==> src/rtl/conv_enc_pkg.sv <==
// conv_enc_pkg: state type, default code constants and the parity helper
// shared by the convolutional encoder framer and its shift-register core.
package conv_enc_pkg;

  typedef enum logic [1:0] {
    IDLE = 2'd0,
    DATA = 2'd1,
    TAIL = 2'd2
  } state_t;

  localparam int         K_DEF  = 3;
  localparam logic [2:0] G0_DEF = 3'b111;
  localparam logic [2:0] G1_DEF = 3'b101;

  // Widest constraint length the parity helper accepts.
  localparam int MAX_K = 16;

  function automatic logic parity(input logic [MAX_K-1:0] v, input logic [MAX_K-1:0] g);
    return ^(v & g);
  endfunction

endpackage

==> src/rtl/conv_enc_core.sv <==
// conv_enc_core: K-1 bit encoder shift register with shift/clear control and
// a combinational rate-1/2 code symbol for the bit currently presented on d.
module conv_enc_core
  import conv_enc_pkg::*;
#(
  parameter int           K  = K_DEF,
  parameter logic [K-1:0] G0 = G0_DEF,
  parameter logic [K-1:0] G1 = G1_DEF
) (
  input  logic       clk,
  input  logic       rst,
  input  logic       shift,
  input  logic       clear,
  input  logic       d,
  output logic [1:0] sym
);

  logic [K-2:0] sr;
  logic [K-1:0] v;

  // v = {d, sr[0], ..., sr[K-2]}: the newest history bit sits next to d.
  always_comb begin
    v[K-1] = d;
    for (int i = 0; i < K-1; i++) begin
      v[K-2-i] = sr[i];
    end
  end

  assign sym = {parity(MAX_K'(v), MAX_K'(G0)), parity(MAX_K'(v), MAX_K'(G1))};

  always_ff @(posedge clk or posedge rst) begin
    if (rst) begin
      sr <= '0;
    end else if (clear) begin
      sr <= '0;
    end else if (shift) begin
      sr <= (K-1)'({sr, d});
    end
  end

endmodule

==> src/rtl/conv_enc_framer.sv <==
// conv_enc_framer: framed rate-1/2 convolutional encoder, one symbol per bit.
// Define ENC_TAIL_EN for K-1 zero tail bits per frame; otherwise frames run back to back.
module conv_enc_framer
  import conv_enc_pkg::*;
#(
  parameter int           FRAME_LEN = 16,
  parameter int           K         = K_DEF,
  parameter logic [K-1:0] G0        = G0_DEF,
  parameter logic [K-1:0] G1        = G1_DEF
) (
  input  logic        clk,
  input  logic        rst,
  input  logic        enable_i,
  input  logic        d_in,
  output logic        ready_o,
  output logic        valid_o,
  output logic [1:0]  d_out,
  output logic        sof_o,
  output logic        eof_o,
  output logic [15:0] frame_ct_o
);

  // state | meaning
  // IDLE  | waiting for the first data bit of a frame
  // DATA  | frame in progress, bit_ct data bits accepted so far
  // TAIL  | flushing K-1 zero bits, input held off

  localparam int             BCW      = $clog2(FRAME_LEN + 1);
  localparam logic [BCW-1:0] LAST_BIT = BCW'(FRAME_LEN - 1);

  state_t         state, state_n;
  logic [BCW-1:0] bit_ct, bit_ct_n;
  logic           accept, enc_d, shift, clear, emit, sof_n, eof_n;
  logic [1:0]     sym;

`ifdef ENC_TAIL_EN
  localparam int             TCW       = (K > 2) ? $clog2(K - 1) : 1;
  localparam logic [TCW-1:0] TAIL_LAST = TCW'(K - 2);

  logic [TCW-1:0] tail_ct, tail_ct_n;

  assign ready_o = (state != TAIL);
`else
  assign ready_o = 1'b1;
`endif

  assign accept = enable_i && ready_o;

  always_comb begin
    state_n  = state;
    bit_ct_n = bit_ct;
    enc_d    = d_in;
    shift    = 1'b0;
    clear    = 1'b0;
    emit     = 1'b0;
    sof_n    = 1'b0;
    eof_n    = 1'b0;
`ifdef ENC_TAIL_EN
    tail_ct_n = tail_ct;
`endif
    case (state)
      IDLE, DATA: begin
        if (accept) begin
          shift    = 1'b1;
          emit     = 1'b1;
          sof_n    = (state == IDLE);
          bit_ct_n = bit_ct + BCW'(1);
          state_n  = DATA;
          if (bit_ct == LAST_BIT) begin
`ifdef ENC_TAIL_EN
            state_n   = TAIL;
            tail_ct_n = '0;
`else
            eof_n    = 1'b1;
            bit_ct_n = '0;
            state_n  = IDLE;
`endif
          end
        end
      end
`ifdef ENC_TAIL_EN
      TAIL: begin
        enc_d     = 1'b0;
        shift     = 1'b1;
        emit      = 1'b1;
        tail_ct_n = tail_ct + TCW'(1);
        if (tail_ct == TAIL_LAST) begin
          eof_n    = 1'b1;
          clear    = 1'b1;
          bit_ct_n = '0;
          state_n  = IDLE;
        end
      end
`endif
      default: state_n = IDLE;
    endcase
  end

  conv_enc_core #(.K(K), .G0(G0), .G1(G1)) u_core (
    .clk   (clk),
    .rst   (rst),
    .shift (shift),
    .clear (clear),
    .d     (enc_d),
    .sym   (sym)
  );

  always_ff @(posedge clk or posedge rst) begin
    if (rst) begin
      state      <= IDLE;
      bit_ct     <= '0;
      valid_o    <= 1'b0;
      d_out      <= '0;
      sof_o      <= 1'b0;
      eof_o      <= 1'b0;
      frame_ct_o <= '0;
    end else begin
      state   <= state_n;
      bit_ct  <= bit_ct_n;
      valid_o <= emit;
      sof_o   <= sof_n;
      eof_o   <= eof_n;
      if (emit) begin
        d_out <= sym;
      end
      if (eof_n) begin
        frame_ct_o <= frame_ct_o + 16'd1;
      end
    end
  end

`ifdef ENC_TAIL_EN
  always_ff @(posedge clk or posedge rst) begin
    if (rst) begin
      tail_ct <= '0;
    end else begin
      tail_ct <= tail_ct_n;
    end
  end
`endif

endmodule

==> config.mk <==
export PLATFORM = sky130hd
export DESIGN_NAME = conv_enc_framer
export DESIGN_NICKNAME = d
export VERILOG_FILES = /design/src/rtl/conv_enc_pkg.sv /design/src/rtl/conv_enc_core.sv /design/src/rtl/conv_enc_framer.sv
export SDC_FILE = /design/constraint.sdc
export NUM_CORES = 1
export LEC_CHECK = 0
export ABC_AREA = 1
export BUFFER_PORTS_ARGS = -buffer_cell sky130_fd_sc_hd__buf_4
export CAP_MARGIN = 5
export CORE_ASPECT_RATIO = 1.25
export CORE_MARGIN = 3
export CORE_UTILIZATION = 45
export CTS_BUF_LIST = sky130_fd_sc_hd__clkbuf_8
export DETAILED_ROUTE_END_ITERATION = 10
export PLACE_DENSITY = 0.68
export SLEW_MARGIN = 20
export SYNTH_ARGS = -nofsm -noshare
export SYNTH_HDL_FRONTEND = slang
export SYNTH_SLANG_ARGS = --single-unit
==> constraint.sdc <==
create_clock -name clk -period 1.38 [get_ports clk]
set_input_delay 0.138 -clock clk [delete_from_list [all_inputs] [get_ports clk]]
set_output_delay 0.138 -clock clk [all_outputs]
set_load 0.01 [all_outputs]
==> impl_metrics.ini, run 1 <==
[clock_tree]
htreeDepth = 2
tritoncts = built
clk_pin_slew_worst_paths_ps = 60
clk_path_buf_depth = 2
cts_buffers = 5
cts_root_buf = clkbuf_8
clock_sinks = 29
clk_latency_ps = 270

[sta]
fin_crit_ps = 1280
skew_ps = 4.18
fin_ws_ps = 98.5
fmax_ghz = 0.780
drv_slew = 0
rsz0062_at_grt = true
min_period_over_period = 0.929
setup_tns_ps = 0
hold_viol = 0
finalSetupViolCount = 0

[logic_synthesis]
yosysSeqAreaShare = 0.490
synthCells = 172
avgSynthCellArea_um2 = 8.61
synthXorXnorAreaFrac = 0.0634
ys_warn_count = 0
synth_top_family_by_area = simple AND/OR/NAND/NOR gates
synth_cell_types = 26
netlist_area_um2 = 1480
synth_adder_area_share = 0.0169
syn-num-nets = 178
synth_compound_area_frac = 0.0347
synth-simple-area-share = 0.313
synthMuxAreaShare = 0
ys_seq_elements = 29

[detailed_routing]
drtPass1Iterations = 4
wl_per_cell_um = 11.8
routed_wl_um = 2880
vias = 1167
drc_errors = 0
ant_nets = 0
post_drt_via_cell_ratio = 4.76
drt_iter0_markers = 49

[cells_and_area]
final_common_cell = nand2_1
num_antenna_cells = 0
final_cell_mix = 46 x nand2_1, 32 x buf_4, 29 x dfrtp_1, 21 x inv_1, 12 x nor2_1
final_nets = 214
seqCellArea_um2 = 726
multi_input_area_um2 = 669
drive_gt1_frac = 0.316
stdcell_count = 245
area_delta_synth_final_pct = 25.6
fillers = 263
final_cell_area_um2 = 1860

[floorplanning]
fp.dieW_um = 57.3
coreArea_um2 = 3060
start_util = 0.484
ios = 26
rows = 22
dieArea_um2 = 4020
die_h_um = 70.1

[power]
p_leak_nw = 0.941
peakVddDrop_uv = 889
power_mw = 2.34
powerDensity_nw_per_um2 = 1260

[grt]
grt_start_max_net_pins = 30
grt_first_pass_wirelength_um = 5020
met2_usage = 0.268
overflow = 0
busiest_layer = met2
grt_pass1_vias = 1227
use_met3 = 0.0407
antenna_found_initial = 0
grt_usage = 0.159
met1_usage = 0.173

[critical_path]
path_class = reg -> reg
critPathLaunchType = flip-flop
cp.arrival_ps = 1440
crit_path_max_fanout = 5
crit_required_ps = 1540
cp-end-kind = flip-flop

[run]
max-cap-violations = 0

[placed_design]
globalplace.congestion = 0.800
placed_cells = 232
hpwl_um = 2110
port_buffers = 24
dpl_worst_slack_ps = -9.23
post_dp_cell_area_um2 = 1700

[status]
status = complete, no violations

[min_path]
hold_class = in -> reg
==> timing repair <==
| action | CTS | global route |
|---|---|---|
| hold buffers | 1 | 0 |
| setup endpoints to repair | 1 | 7 |
| resized for setup | 2 | 7 |
| pin swaps | 2 | 8 |
| buffers inserted | 2 | 2 |
| cloned | 0 | 0 |
| hold endpoints to repair | 29 | 0 |
==> cells by family (layout without fill, tap and decap cells) <==
kind of cell / Yosys count / in the layout
compound gates: 9 / 9
simple gates: 95 / 95
flops: 29 / 29
xor+xnor: 9 / 9
other cells: 1 / 1
buf+inv: 27 / 64
fa+ha+maj: 2 / 2
==> state kept, by name (all words and copies together), names as in the netlist <==
signal      flops
eof_o           1
u_core.sr       2
bit_ct          5
state           1
sof_o           1
d_out           2
valid_o         1
frame_ct_o     16
==> cell type report <==
cell class                 instances  share of cell area
timing repair buffer              33               0.135
tap                               36              0.0242
multi-input combinational        116               0.360
clock buffer                       5              0.0370
sequential                        29               0.390
inverter                          23              0.0464
clock inverter                     3             0.00740
==> per-stage QoR <==
step | hold slack (ps) | util
after CTS | 82.1 | 0.595
after floorplan | 169 | -
final | 85.9 | 0.609
after global placement | 232 | 0.558
after global routing | 83.2 | 0.609
after detailed placement | 236 | 0.558
==> where the power goes <==
group	leakage [nW]	internal (mW)	switching, mW	total [mW]
Sequential	0.375	0.978	0.114	1.09
Combinational	0.518	0.295	0.307	0.602
Clock	0.0491	0.341	0.302	0.642
==> worst max-delay path: stages, from the launching register on <==
cell,delay [ps]
dfrtp_1,390
ha_4,170
inv_2,30
nor2_2,140
nand3_4,130
nor2_4,140
nand2_1,70
nand2_1,50
nand2_1,40
==> layer usage <==
layer / routed length [um] / vias to the layer above / share of wire
li1: - / 596 / -
met1: 1170 / 543 / 0.41
met2: 1550 / 22 / 0.54
met3: 106 / 6 / 0.037
met4: 53 / 0 / 0.018
met5: 0 / - / 0
==> final timing paths <==
| kind | from | endpoint | slack (ps) | depth (start not counted) |
|---|---|---|---|---|
| min in group asynchronous | rst | eof_o | 490 | 4 |
| worst min register to register | state[0] | sof_o | 420 | 1 |
| worst min-delay path | d_in | u_core.sr[0] | 90 | 3 |
| max in group asynchronous | rst | frame_ct_o[7] | 630 | 4 |
| worst max-delay path | bit_ct[1] | frame_ct_o[14] | 100 | 8 |
| worst max register to register | bit_ct[1] | frame_ct_o[14] | 100 | 8 |
==> synth_stat cells (all sizes together) <==
cell type / count / area (um2)
a31oi: 1 / 6.26
buf: 4 / 31.3
conb: 1 / 3.75
dfrtp: 29 / 726
ha: 2 / 25.0
inv: 23 / 86.3
nand2: 54 / 220
nand3: 10 / 55.1
nand3b: 4 / 30.0
nand4: 3 / 18.8
nor2: 23 / 131
nor3b: 1 / 7.51
o211ai: 1 / 7.51
o21a: 1 / 7.51
o21ai: 6 / 30.0
xnor2: 5 / 58.8
xor2: 4 / 35.0
No activity file was read; power rests on OpenSTA's default activity.
==> inputs of run 2 (changes only) <==
clock period = 1.49 ns   (was 1.38 ns; I/O delays follow)
==> run 2 against run 1 <==
- register-to-register slack barely moved
- first-iteration DRC count fell by 8.2%
- highest routed layer unchanged
- largest cell class unchanged
- setup slack improved by 11 ps
- largest power group unchanged
- critical path type unchanged
- via count fell by 2.2%
==> impl_metrics.ini, run 2 (same netlist as run 1, synthesis figures left out) <==
[cells_and_area]
final_nets = 211
seqCellArea_um2 = 726
num_antenna_cells = 0
largestRegisters = frame_ct_o: 16 flops, bit_ct: 5 flops
multi_input_area_um2 = 639
fillers = 277
area_delta_synth_final_pct = 22.1
largest_reg_flops = 16
final_common_cell = nand2_1
final_cell_mix = 47 x nand2_1, 29 x dfrtp_1, 29 x buf_4, 23 x inv_1, 13 x nor2_1
regMostFlops = frame_ct_o
drive_gt1_frac = 0.282

[sta]
skew_ps = 2.70
fmax_ghz = 0.725
hold_viol = 0
fin_crit_ps = 1380
drv_slew = 0
min_period_over_period = 0.926
finalSetupViolCount = 0
fin_hold_ws_ps = 99.4
setup_tns_ps = 0

[grt]
grt_start_max_net_pins = 30
grt_usage = 0.159
grt_pass1_vias = 1215
overflow = 0
antenna_found_initial = 0
grt_first_pass_wirelength_um = 4990

[power]
clkPwrFrac = 0.289
peakVddDrop_uv = 882
p_leak_nw = 0.926
p_sw_frac = 0.303
combPwrFrac = 0.224
p_seq_frac = 0.487
powerDensity_nw_per_um2 = 1140
power_mw = 2.05
p_sw_mw = 0.621
p_int_mw = 1.43

[min_path]
hold_class = in -> reg
whs_path_depth = 3
hp-start = d_in
holdPathEnd = u_core.sr[0]

[floorplanning]
coreArea_um2 = 3060
dieArea_um2 = 4020
ios = 26
fp.dieW_um = 57.3
start_util = 0.484
die_h_um = 70.1
rows = 22

[critical_path]
worst-r2r-setup-slack_ps = 110
rr_endpoint = frame_ct_o[9]
crit_path_max_fanout = 4
r2r_start = bit_ct[0]
crit_required_ps = 1700
critPathLaunchType = flip-flop
rr_worst_depth = 8
cp.arrival_ps = 1590
path_class = reg -> reg
cp-end-kind = flip-flop

[clock_tree]
cts_root_buf = clkbuf_8
tritoncts = built
clk_path_buf_depth = 2
clk_pin_slew_worst_paths_ps = 60
htreeDepth = 2
clk_latency_ps = 270
clock_sinks = 29
cts_buffers = 5

[detailed_routing]
ant_nets = 0
drtPass1Iterations = 4
post_drt_via_cell_ratio = 4.71
vias = 1141
wl_per_cell_um = 11.5
drt_iter0_markers = 45
drc_errors = 0
routed_wl_um = 2770

[placed_design]
hpwl_um = 2110
port_buffers = 24
globalplace.congestion = 0.800

[run]
max-cap-violations = 0

[status]
status = complete, no violations
[run 2: worst max-delay path by stage]
stage	from	endpoint	slack, ps	cells past startpoint
floorplan	frame_ct_o[0]	frame_ct_o[10]	190	8
global placement	bit_ct[0]	frame_ct_o[14]	160	8
detailed placement	bit_ct[1]	frame_ct_o[14]	100	8
CTS	bit_ct[1]	frame_ct_o[14]	90	8
global route	bit_ct[0]	frame_ct_o[15]	-3	8
finish	bit_ct[0]	frame_ct_o[9]	110	8
[run 2: power by group through the flow]
stage | registers, mW | clock network (mW) | logic (mW)
after global placement | 1.01 | 0 | 0.440
final | 0.998 | 0.593 | 0.459
after floorplan | 1.03 | 0 | 0.271
after detailed placement | 1.01 | 0 | 0.457
after CTS | 0.999 | 0.620 | 0.464
after global routing | 1.01 | 0.651 | 0.528
[run 2: repair_timing]
action / 4_1_cts / 5_1_grt
setup buffers: 0 / 1
hold endpoints to repair: 29 / 0
resized for setup: 0 / 1
setup endpoints to repair: 0 / 1
hold buffers: 1 / 0
[run 2: stage by stage]
step / util / instance area (um2) / std cells / setup WS, ps
finish: 0.591 / 1810 / 242 / 110
global route: 0.591 / 1810 / 242 / -2.94
CTS: 0.588 / 1800 / 241 / 94.4
floorplan: - / 1480 / 172 / 185
detailed placement: 0.558 / 1700 / 232 / 101
global placement: 0.558 / 1700 / 232 / 164
[run 2: metal layers]
| layer | track usage | part of all wire | vias up | wire (um) |
|---|---|---|---|---|
| li1 | - | - | 593 | - |
| met1 | 0.172 | 0.41 | 529 | 1150 |
| met2 | 0.271 | 0.54 | 15 | 1510 |
| met3 | 0.0388 | 0.027 | 4 | 75 |
| met4 | 0.0979 | 0.014 | 0 | 40 |
| met5 | 0 | 0 | - | 0 |
[run 2: area by class of cell]
type | count | area share
Tap cell | 36 | 0.0249
Inverter | 23 | 0.0478
Clock buffer | 5 | 0.0381
Clock inverter | 3 | 0.00762
Timing Repair Buffer | 30 | 0.126
Multi-Input combinational cell | 116 | 0.354
Sequential cell | 29 | 0.402
[run 2: worst max-delay path, cell delays in order (launching register included)]
cell	delay (ps)
dfrtp_1	370
ha_2	210
inv_1	40
nor2_1	120
nand3_2	120
buf_4	170
nor2_4	120
nand3_1	90
nand2_1	70
